--- config.mk ---
export PLATFORM = sky130hd
export DESIGN_NAME = wallace_adder_pipe
export DESIGN_NICKNAME = d
export VERILOG_FILES = /design/src/rtl/wallace_pkg.sv /design/src/rtl/full_adder.sv /design/src/rtl/wallace_adder_pipe_csa_level.sv /design/src/rtl/wallace_adder_pipe.sv
export SDC_FILE = /design/constraint.sdc
export NUM_CORES = 1
export LEC_CHECK = 0
export BUFFER_PORTS_ARGS = -buffer_cell sky130_fd_sc_hd__buf_2
export CAP_MARGIN = 10
export CELL_PAD_IN_SITES_DETAIL_PLACEMENT = 0
export CELL_PAD_IN_SITES_GLOBAL_PLACEMENT = 1
export CORE_ASPECT_RATIO = 0.7
export CORE_MARGIN = 1.5
export CORE_UTILIZATION = 50
export CTS_CLUSTER_SIZE = 24
export DETAILED_ROUTE_END_ITERATION = 6
export PLACE_DENSITY_LB_ADDON = 0.1
export SLEW_MARGIN = 20
export SYNTH_ARGS = -nofsm -noshare
export SYNTH_HDL_FRONTEND = slang
export SYNTH_SLANG_ARGS = --single-unit
--- constraint.sdc ---
create_clock -name clk -period 10 [get_ports clk]
set_input_delay 2 -clock clk [delete_from_list [all_inputs] [get_ports clk]]
set_output_delay 2 -clock clk [all_outputs]
set_load 0.05 [all_outputs]
--- src/rtl/wallace_pkg.sv ---
// Shared sizing helpers for the pipelined Wallace-tree multi-operand adder.
// Row counts, level counts and stage placement are all derived here.
package wallace_pkg;

    localparam int CSA_IN_ROWS = 3;

    function automatic int rows_after_level(input int n, input int k);
        int rows;
        rows = n;
        for (int i = 0; i < k; i++) begin
            rows = rows - rows / CSA_IN_ROWS;
        end
        return rows;
    endfunction

    function automatic int csa_levels(input int n);
        int rows;
        int lvl;
        rows = n;
        lvl  = 0;
        for (int i = 0; i < 64; i++) begin
            if (rows > 2) begin
                rows = rows - rows / CSA_IN_ROWS;
                lvl  = lvl + 1;
            end
        end
        return lvl;
    endfunction

    function automatic int out_width(input int wordlen, input int nops);
        return wordlen + $clog2(nops);
    endfunction

    function automatic int pipe_stages(input int levels, input int lps);
        return (levels + lps - 1) / lps;
    endfunction

    // A register closes every lps levels, and always after the last level.
    function automatic bit is_stage_boundary(input int level, input int levels, input int lps);
        return ((level % lps) == 0) || (level == levels);
    endfunction

endpackage

--- src/rtl/full_adder.sv ---
// One-bit full adder cell shared by the CSA levels and the final ripple CPA.
module full_adder (
    input  logic a,
    input  logic b,
    input  logic ci,
    output logic s,
    output logic co
);

    assign s  = a ^ b ^ ci;
    assign co = (a & b) | (ci & (a ^ b));

endmodule

--- src/rtl/wallace_adder_pipe_csa_level.sv ---
// One combinational carry-save level: rows are taken in threes and compressed
// into a sum row and a left-shifted carry row; leftover rows pass straight through.
module csa_level
    import wallace_pkg::*;
#(
    parameter int IN_ROWS = 3,
    parameter int W       = 8,
    localparam int OUT_ROWS = rows_after_level(IN_ROWS, 1)
) (
    input  logic [IN_ROWS*W-1:0]  in_rows,
    output logic [OUT_ROWS*W-1:0] out_rows
);

    localparam int GROUPS = IN_ROWS / CSA_IN_ROWS;
    localparam int PASS   = IN_ROWS - CSA_IN_ROWS * GROUPS;

    generate
        for (genvar g = 0; g < GROUPS; g++) begin : g_grp
            localparam int A_BASE = (3 * g) * W;
            localparam int B_BASE = (3 * g + 1) * W;
            localparam int C_BASE = (3 * g + 2) * W;
            localparam int S_BASE = (2 * g) * W;
            localparam int K_BASE = (2 * g + 1) * W;

            for (genvar b = 0; b < W - 1; b++) begin : g_bit
                full_adder u_fa (
                    .a  (in_rows[A_BASE + b]),
                    .b  (in_rows[B_BASE + b]),
                    .ci (in_rows[C_BASE + b]),
                    .s  (out_rows[S_BASE + b]),
                    .co (out_rows[K_BASE + b + 1])
                );
            end

            // The top column's carry would fall off the row, so only its sum is formed.
            assign out_rows[S_BASE + W - 1] = in_rows[A_BASE + W - 1] ^ in_rows[B_BASE + W - 1]
                                            ^ in_rows[C_BASE + W - 1];
            assign out_rows[K_BASE] = 1'b0;
        end

        for (genvar p = 0; p < PASS; p++) begin : g_pass
            assign out_rows[(2 * GROUPS + p) * W +: W] = in_rows[(3 * GROUPS + p) * W +: W];
        end
    endgenerate

endmodule

--- src/rtl/wallace_adder_pipe.sv ---
// Pipelined multi-operand adder: operand extension, Wallace CSA tree with a
// register every LEVELS_PER_STAGE levels, then a registered ripple CPA. Global stall.
module wallace_adder_pipe
    import wallace_pkg::*;
#(
    parameter int WORDLEN          = 8,
    parameter int NUM_OPS          = 6,
    parameter int LEVELS_PER_STAGE = 1,
    parameter int OUT_WIDTH        = out_width(WORDLEN, NUM_OPS)
) (
    input  logic                       clk,
    input  logic                       rst,
    input  logic                       in_valid,
    output logic                       in_ready,
    input  logic [NUM_OPS*WORDLEN-1:0] in_ops,
    input  logic                       in_signed,
    output logic                       out_valid,
    input  logic                       out_ready,
    output logic [OUT_WIDTH-1:0]       out_sum
);

    localparam int LEVELS = csa_levels(NUM_OPS);
    localparam int STAGES = pipe_stages(LEVELS, LEVELS_PER_STAGE);
    localparam int VLD_W  = (STAGES > 0) ? STAGES : 1;
    localparam int EXT_W  = OUT_WIDTH - WORDLEN;

    logic                         advance_s;
    logic [NUM_OPS*OUT_WIDTH-1:0] ext_rows_s;
    logic [2*OUT_WIDTH-1:0]       cpa_rows_s;
    logic                         cpa_valid_s;
    logic [OUT_WIDTH-1:0]         cpa_sum_s;
    logic [OUT_WIDTH-1:0]         carry_s;
    logic [VLD_W-1:0]             vld_d, vld_q;
    logic                         out_valid_d, out_valid_q;
    logic [OUT_WIDTH-1:0]         out_sum_d, out_sum_q;

    assign advance_s = out_ready || !out_valid_q;
    assign in_ready  = advance_s;
    assign out_valid = out_valid_q;
    assign out_sum   = out_sum_q;

    // Widen every operand to the full result width (sign- or zero-extended).
    always_comb begin
        ext_rows_s = '0;
        for (int k = 0; k < NUM_OPS; k++) begin
            if (in_signed) begin
                ext_rows_s[k*OUT_WIDTH +: OUT_WIDTH] =
                    {{EXT_W{in_ops[k*WORDLEN + WORDLEN - 1]}}, in_ops[k*WORDLEN +: WORDLEN]};
            end else begin
                ext_rows_s[k*OUT_WIDTH +: OUT_WIDTH] =
                    {{EXT_W{1'b0}}, in_ops[k*WORDLEN +: WORDLEN]};
            end
        end
    end

    generate
        for (genvar j = 1; j <= LEVELS; j++) begin : g_lvl
            localparam int N_IN  = rows_after_level(NUM_OPS, j - 1);
            localparam int N_OUT = rows_after_level(NUM_OPS, j);

            logic [N_IN*OUT_WIDTH-1:0]  lvl_in_s;
            logic [N_OUT*OUT_WIDTH-1:0] lvl_out_s;
            logic [N_OUT*OUT_WIDTH-1:0] tap_s;

            if (j == 1) begin : g_src_ext
                assign lvl_in_s = ext_rows_s;
            end else begin : g_src_prev
                assign lvl_in_s = g_lvl[j-1].tap_s;
            end

            csa_level #(
                .IN_ROWS (N_IN),
                .W       (OUT_WIDTH)
            ) u_csa (
                .in_rows  (lvl_in_s),
                .out_rows (lvl_out_s)
            );

            if (is_stage_boundary(j, LEVELS, LEVELS_PER_STAGE)) begin : g_reg
                logic [N_OUT*OUT_WIDTH-1:0] data_d, data_q;

                // Stage data loads on advance and holds under stall.
                always_comb begin
                    if (advance_s) begin
                        data_d = lvl_out_s;
                    end else begin
                        data_d = data_q;
                    end
                end

                // Stage data register; contents are don't-care while invalid.
                always_ff @(posedge clk) begin
                    data_q <= data_d;
                end

                assign tap_s = data_q;
            end else begin : g_comb
                assign tap_s = lvl_out_s;
            end
        end

        if (LEVELS == 0) begin : g_no_tree
            assign cpa_rows_s = ext_rows_s;
        end else begin : g_tree
            assign cpa_rows_s = g_lvl[LEVELS].tap_s;
        end

        if (STAGES == 0) begin : g_vld_none
            assign cpa_valid_s = in_valid;
        end else begin : g_vld_pipe
            assign cpa_valid_s = vld_q[VLD_W-1];
        end

        assign carry_s[0] = 1'b0;
        for (genvar b = 0; b < OUT_WIDTH - 1; b++) begin : g_cpa
            full_adder u_fa (
                .a  (cpa_rows_s[b]),
                .b  (cpa_rows_s[OUT_WIDTH + b]),
                .ci (carry_s[b]),
                .s  (cpa_sum_s[b]),
                .co (carry_s[b + 1])
            );
        end
        assign cpa_sum_s[OUT_WIDTH-1] = cpa_rows_s[OUT_WIDTH-1] ^ cpa_rows_s[2*OUT_WIDTH-1]
                                      ^ carry_s[OUT_WIDTH-1];
    endgenerate

    // Valid bits shift with the data; a missing input becomes a bubble.
    always_comb begin
        vld_d = vld_q;
        if (advance_s) begin
            for (int i = VLD_W - 1; i > 0; i--) begin
                vld_d[i] = vld_q[i-1];
            end
            vld_d[0] = in_valid;
        end else begin
            vld_d = vld_q;
        end
    end

    // Output register only captures real results so out_sum never shows bubble garbage.
    always_comb begin
        if (advance_s && cpa_valid_s) begin
            out_sum_d = cpa_sum_s;
        end else begin
            out_sum_d = out_sum_q;
        end
        if (advance_s) begin
            out_valid_d = cpa_valid_s;
        end else begin
            out_valid_d = out_valid_q;
        end
    end

    // Control and output state with synchronous reset.
    always_ff @(posedge clk) begin
        if (rst) begin
            vld_q       <= '0;
            out_valid_q <= 1'b0;
            out_sum_q   <= '0;
        end else begin
            vld_q       <= vld_d;
            out_valid_q <= out_valid_d;
            out_sum_q   <= out_sum_d;
        end
    end

endmodule

# ---- Yosys cells after proc, flatten, opt, wreduce, memory -nomap -nowiden
# Index checks and enable logic that the tools add are counted.
dict set report totals {
  ff_bits 109
  input_bits 53
  output_inout_bits 13
}
dict set report op_classes {
  n_mux 6
  n_bitwise 244
  n_reduce_logical 3
}
# op count
set op_table {}
lappend op_table {{1-bit bitwise XOR} 104}
lappend op_table {{1-bit bitwise AND} 94}
lappend op_table {{11-bit 2-to-1 mux} 6}
lappend op_table {{1-bit bitwise OR} 46}
lappend op_table {{1-bit logical AND} 1}
lappend op_table {{1-bit zero test} 1}
lappend op_table {{1-bit logical OR} 1}

# ---- Logic depth before layout (Yosys ltp)
dict set report logic_depth {
  depth_word 18
  mapped_depth 13
}

# ---- By module
# A second synthesis with hierarchy kept.
dict set report unflattened {
  cells_unflattened 245
  area_unflattened_um2 4882.2
}
# mod instances cells_per_inst area_per_inst_um2 seq_area_each_um2
set modules_own_cells {}
lappend modules_own_cells {wallace_adder_pipe 1 173 3662.3 3273.1}
lappend modules_own_cells {full_adder 50 1 20.0 0.0}
lappend modules_own_cells {{csa_level (g_lvl[2].u_csa)} 1 14 117.6 0.0}
lappend modules_own_cells {{csa_level (g_lvl[1].u_csa)} 1 5 66.3 0.0}
lappend modules_own_cells {{csa_level (g_lvl[3].u_csa)} 1 3 35.0 0.0}

# ---- Worst setup path after synthesis
# No wires, ideal clock.
dict set report synth_timing {
  kind {input-to-output}
  from {input port out_ready}
  to {output port in_ready}
  arrival_time_ns 2.676
  setup_slack_ns 5.324
  cell_stages 3
  cell_sequence {nor2b_4 > inv_4 > buf_6}
}
dict set report synth_between {
  elab_chain_cells 1
}
# element line
set synth_lines {}
lappend synth_lines {{start: declaration} wallace_adder_pipe.sv:18} ;# input logic out_ready,
lappend synth_lines {{1-bit logical OR} wallace_adder_pipe.sv:37} ;# assign advance_s = out_ready || !out_valid_q;
lappend synth_lines {{end: declaration} wallace_adder_pipe.sv:14} ;# output logic in_ready,
# No other way between the ends.

# ---- Worst setup path after layout
# Ends and elaborated chain as after synthesis.

==> impl_metrics.toml <==
[timing]
fin_skew_ns = 0.009828
fin_crit_ns = 4.916
fmax_mhz = 203.4
max_slew_margin_pct = 38.35
slew_viol_final = 0
worst_slew_pin_slew_ns = 0.9248
finalSetupTns_ns = 0
setup_viol = 0
fin_hold_ws_ns = 0.4201
grt_setup_unrepaired = "false"
final_hold_viol_count = 0
finalCritPeriodShare_pct = 49.16

[min_path]
min-delay-start = "g_lvl[1].g_reg.data_q[38]"
hp-class = "register to register"

[layout]
regArea_um2 = 2853
mostFrequentLayoutCell = "edfxtp_1"
syn_to_final_growth_pct = 17.16
num_antenna_cells = 0
layout.nets = 378
n_fill_cell = 584
multiInputGateArea_um2 = 1189
layout_common_cells = "edfxtp_1 (85), buf_2 (65), fa_1 (43)"
fin_cells = 386
drive_gt1_share_pct = 30.18

[clock_network]
numCtsBuffers = 9
cts_root_buf = "clkbuf_16"
cts_tree = "done"
clk_latency_ns = 0.33
cts_sinks = 100
post_cts_buffers = 0
ctsHoldBuffers = 0
htreeDepth = 3
cts_resized = 0
clk_pin_slew_ns = 0.07
clock_path_buffers = 2

[synthesis]
syn_inst = 208
synth.avg_cell_area_um2 = 19.73
synth_xor_area_share_pct = 1.006
synthAdderAreaFrac_pct = 21.59
synthesis.nets = 306
ys_ff_latch = 100
ys_seq_area_share_pct = 69.51
synth_warnings = 0
synth_top_family_by_area = "adder cells"
netlist_area_um2 = 4104
synth_cell_type_count = 20
synthMuxAreaShare_pct = 0
synthSimpleGateAreaFrac_pct = 3.018
synth-compound-area-share_pct = 3.354

[route]
ant_nets = 0
viasPerCell = 4.922
wl_um = 5397
drc = 0
routedWlPerCell_um = 13.98
vias = 1900
drt_pass1_iterations = 4
drtIter0Drc = 91

[worst_setup_path]
r2r_start = "cpa_rows_s[13]"
slowest_delay_ns = 0.32
path_buf_inv = 3
crit_type = "input pin to output port"
critPathMostFrequentCell = "buf_2"
crit_path_start_kind = "input pin"
cp.arrival_ns = 2.92
critical_path.slowest_cell = "nor2b_4"
path_cells = "buf_2, nor2b_4, inv_4, buf_2"
endpoint_kind = "output port"
cp.required_ns = 8.00
worst_setup_path_startpoint = "out_ready"
cp_max_fo = 24
crit_family = "buffers and inverters"

[die]
core-area_um2 = 7905
row_count = 27
die_w_um = 111.3
pin_count = 66
die_h_um = 78.80
initial_core_util_pct = 51.92
die-area_um2 = 8769

[placed_design]
numPortBuffers = 65
gp_congestion = 0.7166
hpwlAfterDp_um = 3747
dp.cells = 370

[global_route]
grt_max_degree = 80
grt_pass1_wl_um = 8832
antenna_found_initial = 0
grt_usage_pct = 13.34
grt_pass1_vias = 1825
overflow = 0

[job]
maxCapViolCount = 0

[power_and_ir_drop]
powerDensity_nw_per_um2 = 227.7
peakVddDrop_mv = 0.09921
p_leak_nw = 1.874
power_mw = 1.095

[run_status]
status = "complete, no violations"
-- synth_stat cells --
cell       n  area (um^2)
inv_1      4        15.01
buf_6      2        22.52
nand3_1   10        50.05
buf_2      3        15.01
nor2b_4    1        13.76
a311oi_1   1        8.760
xnor2_1    2        17.52
ha_1       2        25.02
fa_1      43        860.8
edfxtp_1  85         2552
and2_1     6        37.54
xor3_1     1        23.77
a21oi_2    1        8.760
o21ai_1    9        45.04
inv_2      1        3.750
o21ai_0    1        5.000
inv_4      1        6.260
a21oi_1   14        70.07
dfxtp_1   15        300.3
nand2_1    6        22.52
-- worst register-to-register path, cell delays in order (launching register included) --
cell	delay, ns
edfxtp_1	0.37
ha_1	0.21
inv_1	0.08
fa_1	0.17
inv_1	0.05
fa_1	0.44
fa_1	0.46
fa_1	0.46
fa_1	0.48
fa_1	0.48
fa_1	0.45
xor3_1	0.20
nand3_1	0.09
a21oi_2	0.16
-- area by class of cell --
class                   count  area share (%)
clock buffers               9           4.684
clock inverters             7           1.197
inverters                   6          0.5204
multi-input cells          97           24.72
flip-flops and latches    100           59.33
well taps                 101           2.628
repair buffers             66           6.922
-- layer usage --
metal | global-route usage (%) | vias up | part of all wire [%]
met2 | 18.28 | 56 | 44
met5 | 0 | - | 0
met4 | 3.797 | 0 | 0.24
met1 | 20.19 | 944 | 50
li1 | - | 898 | -
met3 | 4.885 | 2 | 6.2
-- power by group --
group,switching (mW),internal (mW)
registers,0.0437,0.562
clock network,0.148,0.172
logic,0.0861,0.0824
total,0.278,0.817
-- registers in the layout, summed over array words and instances (netlist names) --
register            flops
vld_q                   3
out_valid               1
cpa_rows_s             20
g_lvl.g_reg.data_q     65
out_sum                11
-- cell families (layout without fill, tap and decap cells) --
kind of cell | count (synthesis) | count (layout)
xor gates and xnor gates | 3 | 3
and+or+nand+nor | 23 | 23
adders and majority gates | 45 | 45
AOI/OAI and AO/OA | 26 | 26
DFF | 100 | 100
buffers and inverters | 11 | 88
-- per-stage QoR --
stage	instance area, um^2	setup WS, ns	utilization [%]
3_3_place_gp	4526	5.112	57.25
5_1_grt	4808	5.040	60.83
6_report	4808	5.084	60.83
2_1_floorplan	4104	5.324	-
3_5_place_dp	4526	5.077	57.25
4_1_cts	4808	5.075	60.83
-- worst paths after layout --
| check | end | slack, ns | cells past startpoint |
|---|---|---|---|
| min | g_lvl[2].g_reg.data_q[27] | 0.42 | 0 |
| min reg2reg | g_lvl[2].g_reg.data_q[27] | 0.42 | 0 |
| max reg2reg | out_sum[10] | 5.83 | 13 |
| max | in_ready | 5.08 | 4 |
(Power assumes the default switching activity.)
